### src/rtl/featuremap_pad_sequencer.sv
`default_nettype none
// ============================================================================
// Module   : featuremap_pad_sequencer
// Brief    : Wraps a show-ahead pixel stream in a one-pixel zero border and
//            emits a (WIDTH+2)x(HEIGHT+2) raster, one word per cycle.
//            Optional macro FEATUREMAP_PAD_SEQ_STALL_CNT_EN adds stall_cycles.
// Revision : 1.0 - initial release
// ============================================================================
module featuremap_pad_sequencer #(
  parameter int DATA_WIDTH = 32,
  parameter int WIDTH      = 112,
  parameter int HEIGHT     = 112
) (
  input  logic                    clk,
  input  logic                    rst,
  input  logic                    start,
  input  logic [3*DATA_WIDTH-1:0] data_in,
  input  logic                    data_fifo_empty,
  input  logic                    stall,
  output logic                    rdreq,
  output logic [3*DATA_WIDTH-1:0] data_out,
  output logic                    valid_out,
  output logic                    busy,
  output logic                    frame_done
`ifdef FEATUREMAP_PAD_SEQ_STALL_CNT_EN
  ,
  output logic [31:0]             stall_cycles
`endif
);

  localparam int c_pw    = WIDTH + 2;
  localparam int c_ph    = HEIGHT + 2;
  localparam int c_col_w = $clog2(c_pw);
  localparam int c_row_w = $clog2(c_ph);
  localparam logic [c_col_w-1:0] c_col_last = c_col_w'(c_pw - 1);
  localparam logic [c_row_w-1:0] c_row_last = c_row_w'(c_ph - 1);

  localparam logic [1:0] c_idle = 2'd0;
  localparam logic [1:0] c_run  = 2'd1;
  localparam logic [1:0] c_done = 2'd2;

  logic [1:0]              r_state;
  logic [c_row_w-1:0]      r_row;
  logic [c_col_w-1:0]      r_col;
  logic [3*DATA_WIDTH-1:0] r_data_out;
  logic                    r_valid_out;
  logic                    r_busy;
  logic                    r_frame_done;

  logic w_run;
  logic w_border;
  logic w_emit;
  logic w_last;

  assign w_run    = (r_state == c_run);
  assign w_border = (r_row == '0) || (r_row == c_row_last) ||
                    (r_col == '0) || (r_col == c_col_last);
  // Border words are synthesised locally, so only interior words need a pixel.
  assign w_emit   = w_run && !stall && (w_border || !data_fifo_empty);
  assign rdreq    = w_run && !w_border && !stall && !data_fifo_empty;
  assign w_last   = (r_row == c_row_last) && (r_col == c_col_last);

  assign data_out   = r_data_out;
  assign valid_out  = r_valid_out;
  assign busy       = r_busy;
  assign frame_done = r_frame_done;

  always_ff @(posedge clk or negedge rst) begin
    if (!rst) begin
      r_state      <= c_idle;
      r_row        <= '0;
      r_col        <= '0;
      r_data_out   <= '0;
      r_valid_out  <= 1'b0;
      r_busy       <= 1'b0;
      r_frame_done <= 1'b0;
    end else begin
      r_valid_out  <= w_emit;
      // Pulses the cycle after DONE so it never overlaps the final word.
      r_frame_done <= (r_state == c_done);
      if (w_emit) begin
        r_data_out <= w_border ? '0 : data_in;
      end
      case (r_state)
        c_idle: begin
          if (start) begin
            r_state <= c_run;
            r_row   <= '0;
            r_col   <= '0;
            r_busy  <= 1'b1;
          end
        end
        c_run: begin
          if (w_emit) begin
            if (w_last) begin
              r_state <= c_done;
              r_busy  <= 1'b0;
              r_row   <= '0;
              r_col   <= '0;
            end else if (r_col == c_col_last) begin
              r_col <= '0;
              r_row <= r_row + 1'b1;
            end else begin
              r_col <= r_col + 1'b1;
            end
          end
        end
        c_done:  r_state <= c_idle;
        default: r_state <= c_idle;
      endcase
    end
  end

`ifdef FEATUREMAP_PAD_SEQ_STALL_CNT_EN
  logic [31:0] r_stall_cycles;

  assign stall_cycles = r_stall_cycles;

  // A RUN cycle without an emit is exactly a stall or an interior bubble.
  always_ff @(posedge clk or negedge rst) begin
    if (!rst) begin
      r_stall_cycles <= '0;
    end else if ((r_state == c_idle) && start) begin
      r_stall_cycles <= '0;
    end else if (w_run && !w_emit && (r_stall_cycles != 32'hFFFF_FFFF)) begin
      r_stall_cycles <= r_stall_cycles + 32'd1;
    end
  end
`endif

endmodule
`default_nettype wire

### config.mk
export PLATFORM = sky130hd
export DESIGN_NAME = featuremap_pad_sequencer
export DESIGN_NICKNAME = d
export VERILOG_FILES = /design/src/rtl/featuremap_pad_sequencer.sv
export SDC_FILE = /design/constraint.sdc
export NUM_CORES = 1
export LEC_CHECK = 0
export ABC_AREA = 1
export BUFFER_PORTS_ARGS = -buffer_cell sky130_fd_sc_hd__buf_2
export CAP_MARGIN = 20
export CORE_UTILIZATION = 48
export CTS_CLUSTER_DIAMETER = 100
export DETAILED_ROUTE_END_ITERATION = 10
export GPL_ROUTABILITY_DRIVEN = 0
export PLACE_DENSITY = 0.8
export SKIP_CTS_REPAIR_TIMING = 1
export SLEW_MARGIN = 20
export SYNTH_ARGS = -nofsm -noshare
export SYNTH_HDL_FRONTEND = slang
export SYNTH_SLANG_ARGS = --single-unit
### constraint.sdc
create_clock -name clk -period 2.55 [get_ports clk]
set_clock_uncertainty 0.2 [all_clocks]
set_input_delay 0 -clock clk [delete_from_list [all_inputs] [get_ports clk]]
set_output_delay 0 -clock clk [all_outputs]
set_load 0.01 [all_outputs]
* Yosys cells after proc, flatten, opt, wreduce, memory -nomap -nowiden *
Index checks and enable logic that the tools add are counted.

word-level totals
  register bits = 115
  bits in latches = 0
  bits in writable memories = 0
  ROM bits = 0
  bits of input ports = 101
  logic and storage cells = 56
  memories = 0

operators by class
  $add $sub $neg = 2
  multiply operators = 0
  divide/modulo/power cells = 0
  order comparisons = 0
  equal/unequal tests = 8
  shift-type cells = 0
  multiplexer cells = 18
  bitwise operators = 0
  reduce and logical (&&, ||, !) cells = 21

operators with widths
  kind                 count
  $mux 96              1
  $mux 7               7
  $pmux 7 s2           2
  $add 7x1->7 const B  2
  $eq 7x7->1 const B   2
  $logic_not 7->1      2
  $reduce_and 4->1     2
  $logic_and 1x1->1    6
  $mux 2               3
  $reduce_and 3->1     2
  $logic_or 1x1->1     4
  $ne 2x1->1 const B   2
  $pmux 2 s2           1
  $logic_not 1->1      3
  $mux 1               3
  $ne 3x1->1 const B   1
  $eq 2x1->1 const B   1
  $eq 2x2->1 const B   1
  $logic_not 2->1      1
  $ne 2x2->1 const B   1
  $pmux 1 s2           1
  $reduce_bool 2->1    1

* Longest topological paths before layout *
Gate-level depths: netlist (run 1).

  depth after elaboration = 8
  gate-level depth with buffers = 11
  gate-level depth less buffers = 11

* Least setup slack after synthesis (run 1) *
OpenSTA, ideal clock, no wires.

  kind = flip-flop to flip-flop
  start = register r_col[0]
  end = register r_col[0]
  arrival time = 1.513 ns
  path slack = 0.718 ns
  stages on the path, launching flop included = 11
  period minus slack after synthesis = 1.832 ns
  path through = dfrtp_1 -> ha_1 -> nand2_1 -> nor2_2 -> nor2_1 -> nand2_1 -> o21ai_2 -> buf_6 -> nand2_2 -> nand2_1 -> nand2_1

on the way
  longest elaborated chain between the ends = 7
  elaborated cells between the ends (all ways) = 14
  classes of those cells = add/sub: 1; eq/ne: 2; mux: 4; reduce/logical: 7

RTL lines
  item                                                                 line  text
  start: declaration                                                   44    logic [c_col_w-1:0] r_col;
  start signal: assignment                                             104   r_col <= r_col + 1'b1;
  parallel branches: the longest is 7 deep, another holds $add 7x1->7  -

Parallel ways; which one is timed is not known. The select of a mux whose other input is x is not followed.
A chain may end at the register's enable or synchronous reset.

* Worst setup path in the final report (run 1) *
  start = register r_col[1]
  end = output rdreq

on the way
  longest elaborated chain between the ends = 7
  elaborated cells between the ends (all ways) = 8
  classes of those cells = eq/ne: 1; reduce/logical: 7

RTL lines
  item                               line  text
  $logic_not 7->1                    57    (r_col == '0) || (r_col == c_col_last);
  $logic_or 1x1->1                   56    assign w_border = (r_row == '0) || (r_row == c_row_last) ||
  $logic_or 1x1->1 *                 57
  $logic_not 1->1 *                  60    assign rdreq = w_run && !w_border && !stall && !data_fifo_empty;
  $logic_and 1x1->1 * (3 in series)  60
  end: declaration                   20    output logic rdreq,

Mark *: on every way between the ends. The rest lies on a longest branch, timed or not.

==> impl_metrics.tcl, run 1 <==
set metrics [dict create \
    totalWireLength_um 15600 \
    grt_pass1_wl_um 18900 \
    via_per_inst 4.92 \
    power_density_mw_per_mm2 681 \
    die-area_mm2 0.0104 \
    ant_nets 0 \
    setup_ws_ps 175 \
    top_level_ports 201 \
    slew_headroom 0.698 \
    diodes 0 \
    synth_cells 571 \
    synthTopCellsByCount "nand2_1, dfrtp_1, nor2_1" \
    drt_iter0_markers 271 \
    synth.distinct_cells 21 \
    cp.arrival_ps 2180 \
    max_freq_mhz 421 \
    tns_ps 0 \
    clock_latency_ps 510 \
    dieHeight_um 102 \
    p_leak_nw 4.49 \
    synth_async_sr_flop_share 1.00 \
    io_buffers 200 \
    avgRoutedWirePerCell_um 15.2 \
    finalCritPeriodShare 0.931 \
    crit_type "reg2out" \
    num_vias 5040 \
    initial_utilization 0.491 \
    final_util 0.778 \
    clockRootBuffer "clkbuf_8" \
    synth_area_mm2 0.00478 \
    max-vdd-ir-drop_mv 0.370 \
    yosysMostFrequentCell "nand2_1" \
    syn_nets 678 \
    grt_use_total 0.239 \
    dp_hpwl_um 8430 \
    hp-class "in2reg" \
    maxCapViolCount 0 \
    cp-end-kind "output pin" \
    die_w_um 102 \
    synth-seq-area-share 0.602 \
    worstMarginPinSlew_ps 452 \
    stdcell_count 1025 \
    grt_max_degree 63 \
    antenna_found_initial 0 \
    yosys.area.top_type "dfrtp_1" \
    cts_num_sinks 115 \
    synth_edf_count 0 \
    grt_remaining_overflow 0 \
    ys_ff_latch 115 \
    hold_violations 0 \
    layout.nets 986 \
    synth_flop_cell "dfrtp_1" \
    period_needed_ps 2380 \
    outcome "finished, final reports clean" \
    placedCellCount 890 \
    first_pass_iters 5 \
    cp.required_ps 2350 \
    cts_max_level 4 \
    yosys_warnings 0 \
    cts_buffers 17 \
    syn_area_per_cell_um2 8.37 \
    area_delta_synth_final_pct 58.4 \
    cts_buffer_depth 2 \
    route.detailed.drc 0 \
    drive_gt1_frac 0.274 \
    cp_max_fo 62 \
    cts.reportedPaths.clkPinSlew_ps 50 \
    synth_top_area_frac 0.602 \
    grt_pass1_vias 4167 \
    cts_tree "done" \
    cp-start-kind "flop" \
    setup_violations 0 \
    fp.coreArea_mm2 0.00973 \
    fp-row-count 36 \
    n_fill_cell 589 \
    drv_slew 0 \
    dp_slack_ps 403 \
    yosys-top-cells-area "dfrtp_1, nand2_1, nand3_1" \
    rsz0062_at_grt "false" \
]
## cell usage in the layout (no fill, tap or decap), drive strengths merged
cell type      n
nand2        342
buf          208
dfrtp        115
dlygate4sd3  102
nor2          26
nand3         24
clkbuf        22
inv           21
ha             6
clkinv         5
xor2           4
bufinv         3
a21oi          3
nand4          2
nor3           2
nor3b          2
xnor2          2
clkinvlp       2
o21ai          1
## logic make-up after synthesis
logic type               count (synthesis)  share of synthesized area
AO/OA/AOI/OAI                            4                    0.00576
XOR/XNOR                                 6                     0.0110
adder cells (fa/ha/maj)                  6                     0.0157
buffers and inverters                   42                     0.0427
flip-flops                             115                      0.602
AND/OR/NAND/NOR                        398                      0.323
## sequential cells by signal (all words and copies together), names as in the netlist
name,count
r_col,7
r_row,7
r_state,2
busy,1
valid_out,1
frame_done,1
data_out,96
## path summary, 6_finish.rpt
kind,endpoint,slack (ps),cells past startpoint,from
min,data_out[79],20,4,data_in[79]
min reg2reg,busy,270,2,busy
max reg2reg,data_out[20],330,10,r_col[1]
min in group asynchronous,data_out[22],440,4,rst
max in group asynchronous,data_out[77],1340,4,rst
max,rdreq,170,9,r_col[1]
## metrics by stage
stage	hold WS, ps	total power, W	area [um2]
floorplan	-496	0.00237	4780
global placement	-213	0.00263	5940
detailed placement	-205	0.00266	5940
CTS	-751	0.00502	6530
global route	14.9	0.00536	7570
finish	23.2	0.00515	7570
## worst max-delay path, cell delays in order (launching register included)
cell and delay, ps:
dfrtp_1 410, inv_1 80, ha_1 180, nand2_1 80
nor2_2 50, nor2_1 140, nand4_1 140, inv_2 100
buf_12 250, buf_2 190
## area by class of cell
class / instances / area, um2 / share of cell area
Sequential cell: 115 / 2880 / 0.380
Timing Repair Buffer: 310 / 2150 / 0.284
Multi-Input combinational cell: 414 / 1710 / 0.226
Clock buffer: 22 / 463 / 0.0611
Tap cell: 133 / 166 / 0.0220
Clock inverter: 10 / 130 / 0.0172
Inverter: 21 / 78.8 / 0.0104
## per-layer routing
layer  vias up  wire length, um  GRT usage
met5         -                0          0
met4         0              448     0.0836
met3        45              930     0.0842
met2       248             8320      0.391
met1      2398             5910      0.294
li1       2349                -          -
## power by group
part	internal [W]	switching (W)	leakage, nW	total (W)
clock	0.00156	0.000808	0.291	0.00236
sequential	0.00194	0.000108	1.58	0.00205
combinational	0.000347	0.000393	2.62	0.000740
Note: power is estimated with default switching activity, not from simulation.
==> run 2: changes to the inputs <==
GPL_TIMING_DRIVEN = 0   (was default)
==> impl_metrics.tcl, run 2 (synthesized netlist as in run 1, its figures left out) <==
set metrics [dict create \
    grt_pass1_wl_um 19900 \
    route.detailed.drc 0 \
    cp-end-kind "flop" \
    dieHeight_um 102 \
    layout.nets 1005 \
    tns_ps 0 \
    cts_buffer_depth 2 \
    multiInputGateArea_mm2 0.00170 \
    period_needed_ps 2410 \
    clockRootBuffer "clkbuf_8" \
    clock_latency_ps 520 \
    hold_slack_ps -80.6 \
    ant_nets 0 \
    cp_max_fo 16 \
    cts_num_sinks 115 \
    fp.coreArea_mm2 0.00973 \
    drv_slew 0 \
    layout_commonest_cell "nand2_1" \
    via_per_inst 5.02 \
    die-area_mm2 0.0104 \
    placedCellCount 905 \
    maxCapViolCount 0 \
    cp.arrival_ps 2670 \
    num_vias 5246 \
    grt_max_degree 65 \
    grt_pass1_vias 4402 \
    slew_headroom 0.596 \
    max-vdd-ir-drop_mv 0.478 \
    p_leak_nw 4.52 \
    hp-class "in2reg" \
    violations "hold timing" \
    cp.required_ps 2810 \
    drt_iter0_markers 323 \
    diodes 0 \
    totalWireLength_um 16600 \
    grt_use_total 0.254 \
    cts_tree "done" \
    initial_utilization 0.491 \
    n_fill_cell 577 \
    cts.reportedPaths.clkPinSlew_ps 60 \
    cp-start-kind "flop" \
    drive_gt1_frac 0.277 \
    hold_violations 2 \
    fp-row-count 36 \
    antenna_found_initial 0 \
    area_delta_synth_final_pct 60.2 \
    largest_reg_flops 96 \
    outcome "complete, but fails checks" \
    grt_remaining_overflow 0 \
    finalCritPeriodShare 0.944 \
    cts_buffers 17 \
    power_density_mw_per_mm2 680 \
    cts_max_level 4 \
    max_freq_mhz 416 \
    die_w_um 102 \
    power.total_w 0.00521 \
    stdcell_count 1044 \
    top_level_ports 201 \
    io_buffers 200 \
    dp_hpwl_um 8950 \
    crit_type "reg2reg" \
    avgRoutedWirePerCell_um 15.9 \
    first_pass_iters 4 \
    worstMarginPinSlew_ps 606 \
    layout_common_cells "nand2_1, buf_2, dfrtp_1, dlygate4sd3_1, nor2_1" \
    setup_violations 0 \
    seqCellArea_mm2 0.00288 \
    final_util 0.787 \
]
[run 2: cell types whose count changed in the layout (fill, tap and decap cells not counted), moves of 2 or more]
cell	change
buf_12	-5
buf_2	+10
buf_4	-3
buf_6	+5
clkbuf_1	+4
clkinv_2	-3
clkinv_4	+3
clkinvlp_4	+2
dlygate4sd3_1	+6
[run 2: final timing paths]
path	slack (ps)	startpoint	endpoint	cells after the start
worst max-delay path	140	r_state[1]	data_out[47]	8
worst max register to register	140	r_state[1]	data_out[47]	8
worst min register to register	280	data_out[48]	data_out[48]	2
min in group asynchronous	390	rst	data_out[28]	3
worst min-delay path	-80	stall	data_out[45]	6
max in group asynchronous	1100	rst	data_out[44]	4
[run 2: where the power goes]
group	internal [W]	switching (W)
registers	0.00194	0.000104
logic	0.000351	0.000397
clock network	0.00154	0.000874
total	0.00383	0.00138
[run 2: final cells by class]
type                    count  share of cell area
clock inverters            12              0.0204
repair buffers            309               0.276
inverters                  21              0.0103
plain buffers              20              0.0158
well taps                 133              0.0217
clock buffers              20              0.0581
multi-input cells         414               0.222
flip-flops and latches    115               0.376
[run 2: metal layers]
metal | track usage | vias to the layer above | wire length (um)
met5 | 0 | - | 0
met4 | 0.140 | 0 | 631
met3 | 0.0842 | 63 | 1180
met2 | 0.409 | 299 | 8630
met1 | 0.302 | 2492 | 6150
li1 | - | 2392 | -
[run 2: per-stage QoR]
step / area, um2 / worst slack (ps)
5_1_grt: 7660 / -19.4
3_5_place_dp: 5980 / 334
6_report: 7660 / 144
2_1_floorplan: 4780 / 718
3_3_place_gp: 5950 / -17.8
4_1_cts: 6580 / -120
[run 2: worst max-delay path: stages (launching register included)]
cell and delay (ps):
dfrtp_1 420, inv_1 110, nand2_1 130, nor2_1 270, nand4_1 160, inv_2 290
nand2_1 100, dlygate4sd3_1 590, nand2_1 70
